$ cat config.mk
export PLATFORM = sky130hd
export DESIGN_NAME = fft_reorder_sink_flat
export DESIGN_NICKNAME = d
export VERILOG_FILES = /design/src/rtl/fft_reorder_sink_if.sv /design/src/rtl/fft_reorder_sink.sv /design/src/flat_wrapper.sv
export SDC_FILE = /design/constraint.sdc
export NUM_CORES = 2
export LEC_CHECK = 0
export CELL_PAD_IN_SITES_DETAIL_PLACEMENT = 1
export CELL_PAD_IN_SITES_GLOBAL_PLACEMENT = 1
export CORE_MARGIN = 2
export CORE_UTILIZATION = 55
export DETAILED_ROUTE_END_ITERATION = 8
export GPL_TIMING_DRIVEN = 0
export HOLD_SLACK_MARGIN = 0.06
export PLACE_DENSITY_LB_ADDON = 0.1
export SLEW_MARGIN = 20
export SYNTH_ARGS = -nofsm -noshare
export SYNTH_HDL_FRONTEND = slang
export SYNTH_SLANG_ARGS = --single-unit
$ cat constraint.sdc
create_clock -name clock -period 6.8 [get_ports clock]
set_clock_uncertainty 0.2 [all_clocks]
set_input_delay 0.68 -clock clock [delete_from_list [all_inputs] [get_ports clock]]
set_output_delay 0.68 -clock clock [all_outputs]
set_load 0.02 [all_outputs]
$ cat src/rtl/fft_reorder_sink_if.sv
// rtl/fft_reorder_sink_if.sv - sample stream bundle between FFT output, reorder sink and spectrum consumer.
// Optional do_idx member is present when REORDER_IDX_EN is defined.
interface fft_reorder_sink_if #(
  parameter int WIDTH = 16,
  parameter int LOG2N = 6
);
  logic             di_en;
  logic [WIDTH-1:0] di_re;
  logic [WIDTH-1:0] di_im;
  logic             do_en;
  logic [WIDTH-1:0] do_re;
  logic [WIDTH-1:0] do_im;
  logic             do_sop;
  logic             do_eop;
`ifdef REORDER_IDX_EN
  logic [LOG2N-1:0] do_idx;
`endif

  modport master (
    output di_en, di_re, di_im,
    input  do_en, do_re, do_im, do_sop, do_eop
`ifdef REORDER_IDX_EN
    , input do_idx
`endif
  );

  modport slave (
    input  di_en, di_re, di_im,
    output do_en, do_re, do_im, do_sop, do_eop
`ifdef REORDER_IDX_EN
    , output do_idx
`endif
  );
endinterface

$ cat src/rtl/fft_reorder_sink.sv
// rtl/fft_reorder_sink.sv - ping-pong buffer turning bit-reversed FFT output frames into natural order.
// REORDER_IDX_EN adds the do_idx output carrying the natural bin index.
module fft_reorder_sink #(
  parameter int WIDTH = 16,
  parameter int LOG2N = 6
) (
  input logic              clock,
  input logic              reset,
  fft_reorder_sink_if.slave bus
);
  localparam int N = 1 << LOG2N;

  typedef enum logic {IDLE, READ} state_t;

  state_t             state_q;
  logic [LOG2N-1:0]   wcnt_q;
  logic [LOG2N-1:0]   rcnt_q;
  logic [LOG2N-1:0]   rd_idx_q;
  logic               wb_q;
  logic               rb_q;
  logic [1:0]         full_q;
  logic [1:0]         full_d;
  logic               rd_en_q;
  logic [2*WIDTH-1:0] rdata_q;
  logic [2*WIDTH-1:0] mem [0:2*N-1];
  logic               do_en_q;
  logic               do_sop_q;
  logic               do_eop_q;
  logic [WIDTH-1:0]   do_re_q;
  logic [WIDTH-1:0]   do_im_q;
`ifdef REORDER_IDX_EN
  logic [LOG2N-1:0]   do_idx_q;
`endif

  logic wr_last;
  logic issue;
  logic rd_last;

  function automatic logic [LOG2N-1:0] bitrev(input logic [LOG2N-1:0] a);
    logic [LOG2N-1:0] r;
    for (int i = 0; i < LOG2N; i++) r[i] = a[LOG2N-1-i];
    return r;
  endfunction

  // IDLE issues address 0 on the same edge it sees a full bank, saving a cycle of latency.
  assign wr_last = bus.di_en && (&wcnt_q);
  assign issue   = (state_q == READ) || full_q[rb_q];
  assign rd_last = issue && (&rcnt_q);

  always_comb begin
    full_d = full_q;
    if (wr_last) full_d[wb_q] = 1'b1;
    if (rd_last) full_d[rb_q] = 1'b0;
  end

  always_ff @(posedge clock) begin
    if (reset && bus.di_en) mem[{wb_q, bitrev(wcnt_q)}] <= {bus.di_re, bus.di_im};
    if (issue) rdata_q <= mem[{rb_q, rcnt_q}];
  end

  always_ff @(posedge clock) begin
    if (!reset) begin
      state_q  <= IDLE;
      wcnt_q   <= '0;
      rcnt_q   <= '0;
      rd_idx_q <= '0;
      wb_q     <= 1'b0;
      rb_q     <= 1'b0;
      full_q   <= '0;
      rd_en_q  <= 1'b0;
      do_en_q  <= 1'b0;
      do_sop_q <= 1'b0;
      do_eop_q <= 1'b0;
      do_re_q  <= '0;
      do_im_q  <= '0;
`ifdef REORDER_IDX_EN
      do_idx_q <= '0;
`endif
    end else begin
      full_q <= full_d;
      if (bus.di_en) wcnt_q <= wcnt_q + 1'b1;
      if (wr_last) wb_q <= ~wb_q;

      case (state_q)
        IDLE:    if (full_q[rb_q]) state_q <= READ;
        READ:    if (&rcnt_q) state_q <= IDLE;
        default: state_q <= IDLE;
      endcase
      if (issue) begin
        rcnt_q   <= rcnt_q + 1'b1;
        rd_idx_q <= rcnt_q;
      end
      if (rd_last) rb_q <= ~rb_q;
      rd_en_q <= issue;

      do_en_q  <= rd_en_q;
      do_sop_q <= rd_en_q && (rd_idx_q == '0);
      do_eop_q <= rd_en_q && (&rd_idx_q);
      if (rd_en_q) begin
        do_re_q <= rdata_q[2*WIDTH-1:WIDTH];
        do_im_q <= rdata_q[WIDTH-1:0];
`ifdef REORDER_IDX_EN
        do_idx_q <= rd_idx_q;
`endif
      end
    end
  end

  assign bus.do_en  = do_en_q;
  assign bus.do_sop = do_sop_q;
  assign bus.do_eop = do_eop_q;
  assign bus.do_re  = do_re_q;
  assign bus.do_im  = do_im_q;
`ifdef REORDER_IDX_EN
  assign bus.do_idx = do_idx_q;
`endif
endmodule

$ cat src/flat_wrapper.sv
// flat-port wrapper written by rule: the top's interface ports become plain ports
module fft_reorder_sink_flat 
#(
  parameter int WIDTH = 16,
  parameter int LOG2N = 6
)
  (clock, reset, bus_di_en, bus_di_re, bus_di_im, bus_do_en, bus_do_re, bus_do_im, bus_do_sop, bus_do_eop);
  fft_reorder_sink_if #(.WIDTH(WIDTH), .LOG2N(LOG2N)) bus_i ();
  input logic clock;
  input logic reset;
  input wire logic [$bits(bus_i.di_en)-1:0] bus_di_en;
  input wire logic [$bits(bus_i.di_re)-1:0] bus_di_re;
  input wire logic [$bits(bus_i.di_im)-1:0] bus_di_im;
  output wire logic [$bits(bus_i.do_en)-1:0] bus_do_en;
  output wire logic [$bits(bus_i.do_re)-1:0] bus_do_re;
  output wire logic [$bits(bus_i.do_im)-1:0] bus_do_im;
  output wire logic [$bits(bus_i.do_sop)-1:0] bus_do_sop;
  output wire logic [$bits(bus_i.do_eop)-1:0] bus_do_eop;
  assign bus_i.di_en = bus_di_en;
  assign bus_i.di_re = bus_di_re;
  assign bus_i.di_im = bus_di_im;
  assign bus_do_en = bus_i.do_en;
  assign bus_do_re = bus_i.do_re;
  assign bus_do_im = bus_i.do_im;
  assign bus_do_sop = bus_i.do_sop;
  assign bus_do_eop = bus_i.do_eop;
  fft_reorder_sink #(.WIDTH(WIDTH), .LOG2N(LOG2N)) u_core (.clock(clock), .reset(reset), .bus(bus_i));
endmodule
* Yosys cells after proc, flatten, opt, wreduce, memory -nomap -nowiden *
Memories as Yosys holds them, arrays and structs flattened. A register that Yosys moved wholly into a read port is not among the register bits.
Index checks and enable logic that the tools add are counted.

word-level totals
  word-level logic and storage cells = 51
  memories = 1
  register bits = 59
  output and inout bits = 35
  RAM bits = 4096
  input bits = 35

operators by class
  multiplexer cells = 13
  reduce and logical (&&, ||, !) cells = 12
  bitwise operators = 6
  $lt $le $gt $ge = 4
  add/subtract/negate cells = 2

memories
  memory      words  width  rd ports  clocked after memory_dff  wr ports  line                    RTL
  u_core.mem  128    32     1         1                         1         fft_reorder_sink.sv:25  logic [2*WIDTH-1:0] mem [0:2*N-1];

operators with widths
  operator                                                    number
  AND reduction 6 bit                                         3
  adder 6 x 1 -> 6 bit, second input constant                 2
  two-way mux 1 bit                                           8
  logical AND 1 bit                                           7
  logical NOT 6 bit                                           1
  less-than comparator 1 x 2 -> 1 bit, second input constant  2
  two-way mux 2 bit                                           2
  NOT 1 bit                                                   3
  AND 2 bit                                                   1
  demux 1 bit (select 1 bit)                                  2
  >= comparator 1 bit, second input constant                  2
  NOT 2 bit                                                   1
  OR 2 bit                                                    1
  case mux 1 bit (2 select lines)                             1
  logical OR 1 bit                                            1

* Longest topological paths before layout *
  depth after elaboration = 8
  mapped depth = 11
  mapped depth without buffers = 6

* Least setup slack after synthesis *
Ideal clock, no wire load.

  path type = input -> register
  start point = input bus_di_en
  end point = memory u_core.mem[109][0] (netlist bit) (enable)
  required time = 6179 ps
  library setup time = 421 ps
  stages on the path = 6
  arrival = 3157 ps
  setup slack = 3022 ps
  buffers on the path = 3
  cells stage by stage = clkbuf_1 -> and2_1 -> clkbuf_1 -> nand4b_1 -> clkbuf_1 -> nor2_1

on the way
  longest elaborated chain between the ends = 3

ends and longest elaborated chain
  item                                     line                    RTL
  from (decl)                              flat_wrapper.sv:11      input wire logic [$bits(bus_i.di_en)-1:0] bus_di_en;
  logical AND 1 bit                        fft_reorder_sink.sv:57  if (reset && bus.di_en) mem[{wb_q, bitrev(wcnt_q)}] <= {bus.di_re, bus.di_im};
  two-way mux 1 bit                        fft_reorder_sink.sv:57
  two-way mux 1 bit (not written as such)  fft_reorder_sink.sv:57
  to (decl)                                fft_reorder_sink.sv:25

Every way passes these cells.

==> run metrics <==
Syn Nets 7538; Final period util 99.5%; Boundary Pins 70; Slew Viols, Final 8; Synth Instances 7501; Worst slew margin -1.97%; commonest non-fill, non-tap cells in the layout 4128 x edfxtp_1, 783 x mux4_2, 514 x mux2i_1; synthesized area 161000 um2; CP Capture Type flip-flop; CTS buffer count 423; Final Hold Violating Endpoints 0; Cell Pwr Density 278 nW/um2; vias in the first global route 91.2k; number of vias per cell 7.76; internal cell power 41.6 mW; clock power share 44.6%; Final setup viols 0; WL/cell 57.9 um; pin count of the biggest net entering global routing 97; Data arrival, critical path ~7.2 ns; setup tns final 0 ns; synth-to-layout area growth 18.0%; Core Util, Final 65.3%; failing checks capacitance limit, slew limit; PortBufs 67; synth unique cells 73; H-tree depth 5; first-pass GRT wire length 929 mm; Remaining DRCs 0; combinational share of power under 10%; CP Class reg -> reg; multi-input logic area 34100 um2; Worst EP required 7.24 ns; most area-hungry cell type in the Yosys netlist edfxtp_1; Sequential Power Share 53.8%; post-detail-place hpwl about 500 mm; crit-path max FO 11; Post-synth ARST share 0%; Slew @ Worst Pin 1.53 ns; starting density of the core 55.3%; Routed WL roughly 730 mm; Pleak between 50 and 60 nW; initial antenna violation count 76; Post-synth EDFFs 4128; commonest non-fill, non-tap cell in the layout edfxtp_1; switching part of the total 21.1%; clk slew on worst S/H paths around 0.070 ns; status finished with violations; Worst Hold Class in -> reg; yosys warns 0; top cells by area, synth edfxtp_1 77%, mux4_2 11%, mux2i_1 3.2%; Skew-Pair Late Insertion Delay 1.05 ns; final net count 8402; Die Area 297000 um2; unrepaired setup endpoints after global routing false; FP Rows roughly 200; setup ws final 0.0370 ns; DRT Pass-1 Iters 7; post-layout min period 6.76 ns; routability cong. 1.06; area share of the largest cell type after synthesis 77.1%; Die Height 545 um; VDD IR max 0.286 mV; layout cells sized above 1 27.8%; Vias 98.6k; total global routing overflow 0; number of synthesized register bits 4187; top_reg_cell synth edfxtp_1; dpl ws 0.904 ns; Critical Path Source Type flip-flop; Seq/Total Area, Yosys roughly 78%; ANT nets after route 0; core area 291000 um2; CTS tree done; register area approximately 130000 um2; filler cell count 23.0k; initial DRC count 21.3k; clk sinks between 4k and 5k; All-Layer GR Usage between 40% and 50%; Max clock buf depth 4; Synth Area per Inst 21.4 um2; fmax 148 MHz; Net Sw Power 11.2 mW; Die X 545 um; clock root cell clkbuf_16; max-cap violations 3
## sequential cells by signal (all words and copies together) (netlist names), 2 cells and up
name              flops
u_core.mem         4096
u_core.rdata_q       32
u_core.bus.do_im     16
u_core.bus.do_re     16
u_core.rcnt_q         6
u_core.rd_idx_q       6
u_core.wcnt_q         6
u_core.full_q         2
## metal layers
metal	global-route usage (%)	part of all wire (%)
met3	27.8	18
met5	1.61	0.082
met4	37.8	9.7
met2	66.0	40
met1	59.7	31
## cells in the mapped netlist (61+ instances only)
| cell | n |
|---|---|
| mux2i_1 | 518 |
| clkbuf_1 | 140 |
| a22oi_1 | 118 |
| mux4_2 | 783 |
| a21oi_1 | 135 |
| o22ai_1 | 125 |
| nor2_1 | 204 |
| buf_2 | 97 |
| buf_6 | 85 |
| o221ai_1 | 61 |
| edfxtp_1 | 4128 |
| buf_4 | 100 |
| nand2_1 | 254 |
| mux2_2 | 118 |
| a211oi_1 | 71 |
## cell type report
cell class                      instances  share of cell area, %
Timing Repair Buffer                  439                   4.70
Clock buffer                          520                   5.87
Multi-Input combinational cell       2863                   18.0
Inverter                                8                 0.0158
Tap cell                             3900                   2.57
Antenna cell                           71                 0.0936
Buffer                                443                   1.56
Sequential cell                      4187                   65.9
Clock inverter                        262                   1.30
## repair_timing
action | CTS | global route
hold buffers | 33 | 0
buffers inserted | 0 | 0
hold endpoints to repair | 1548 | 0
resized for setup | 0 | 0
## kinds of logic (layout without fill, tap and decap cells)
group	Yosys count	after routing	synth area share, %
AO/OA/AOI/OAI	765	765	3.42
adder cells (fa/ha/maj)	2	2	0.0156
flip-flops	4187	4187	77.8
other	0	71	0
multiplexers	1419	1419	15.0
AND/OR/NAND/NOR	668	668	1.89
XOR/XNOR	9	9	0.0490
buffers and inverters	451	1672	1.80
## worst max-delay path, cell delays in order (launching register included)
cell and delay (ns):
dfxtp_1 0.32, buf_4 0.19, inv_1 0.75, buf_2 0.83
buf_2 0.57, buf_2 1.07, nand2_1 0.14, a21oi_1 0.63
o221ai_1 0.51, a22oi_1 1.07
## final timing paths
check	depth (start not counted)	endpoint	slack [ns]	from
setup / recovery	9	u_core.rdata_q[29]	0.04	u_core.rcnt_q[2]
hold / removal	2	u_core.wb_q	0.26	reset
setup reg to reg	9	u_core.rdata_q[29]	0.04	u_core.rcnt_q[2]
hold reg to reg	2	u_core.bus.do_eop	0.27	u_core.rd_idx_q[5]
## through the flow
stage | cell area, um2 | cells | power [mW] | hold slack (ns)
finish | 190000 | 12693 | 52.7 | 0.262
global route | 190000 | 12639 | 53.3 | 0.198
CTS | 189000 | 12616 | 52.4 | 0.196
detailed placement | 175000 | 11801 | 29.7 | 0.254
global placement | 166000 | 11468 | 29.7 | 0.250
floorplan | 161000 | 7501 | 29.0 | 0.220
## power groups by stage
stage	registers, mW	clock network (mW)	logic (mW)
4_1_cts	28.4	23.3	0.805
2_1_floorplan	28.9	0	0.0717
5_1_grt	28.3	24.1	0.845
3_5_place_dp	28.9	0	0.787
3_3_place_gp	29.1	0	0.639
6_report	28.4	23.5	0.868
No activity file was read; power rests on OpenSTA's default activity.
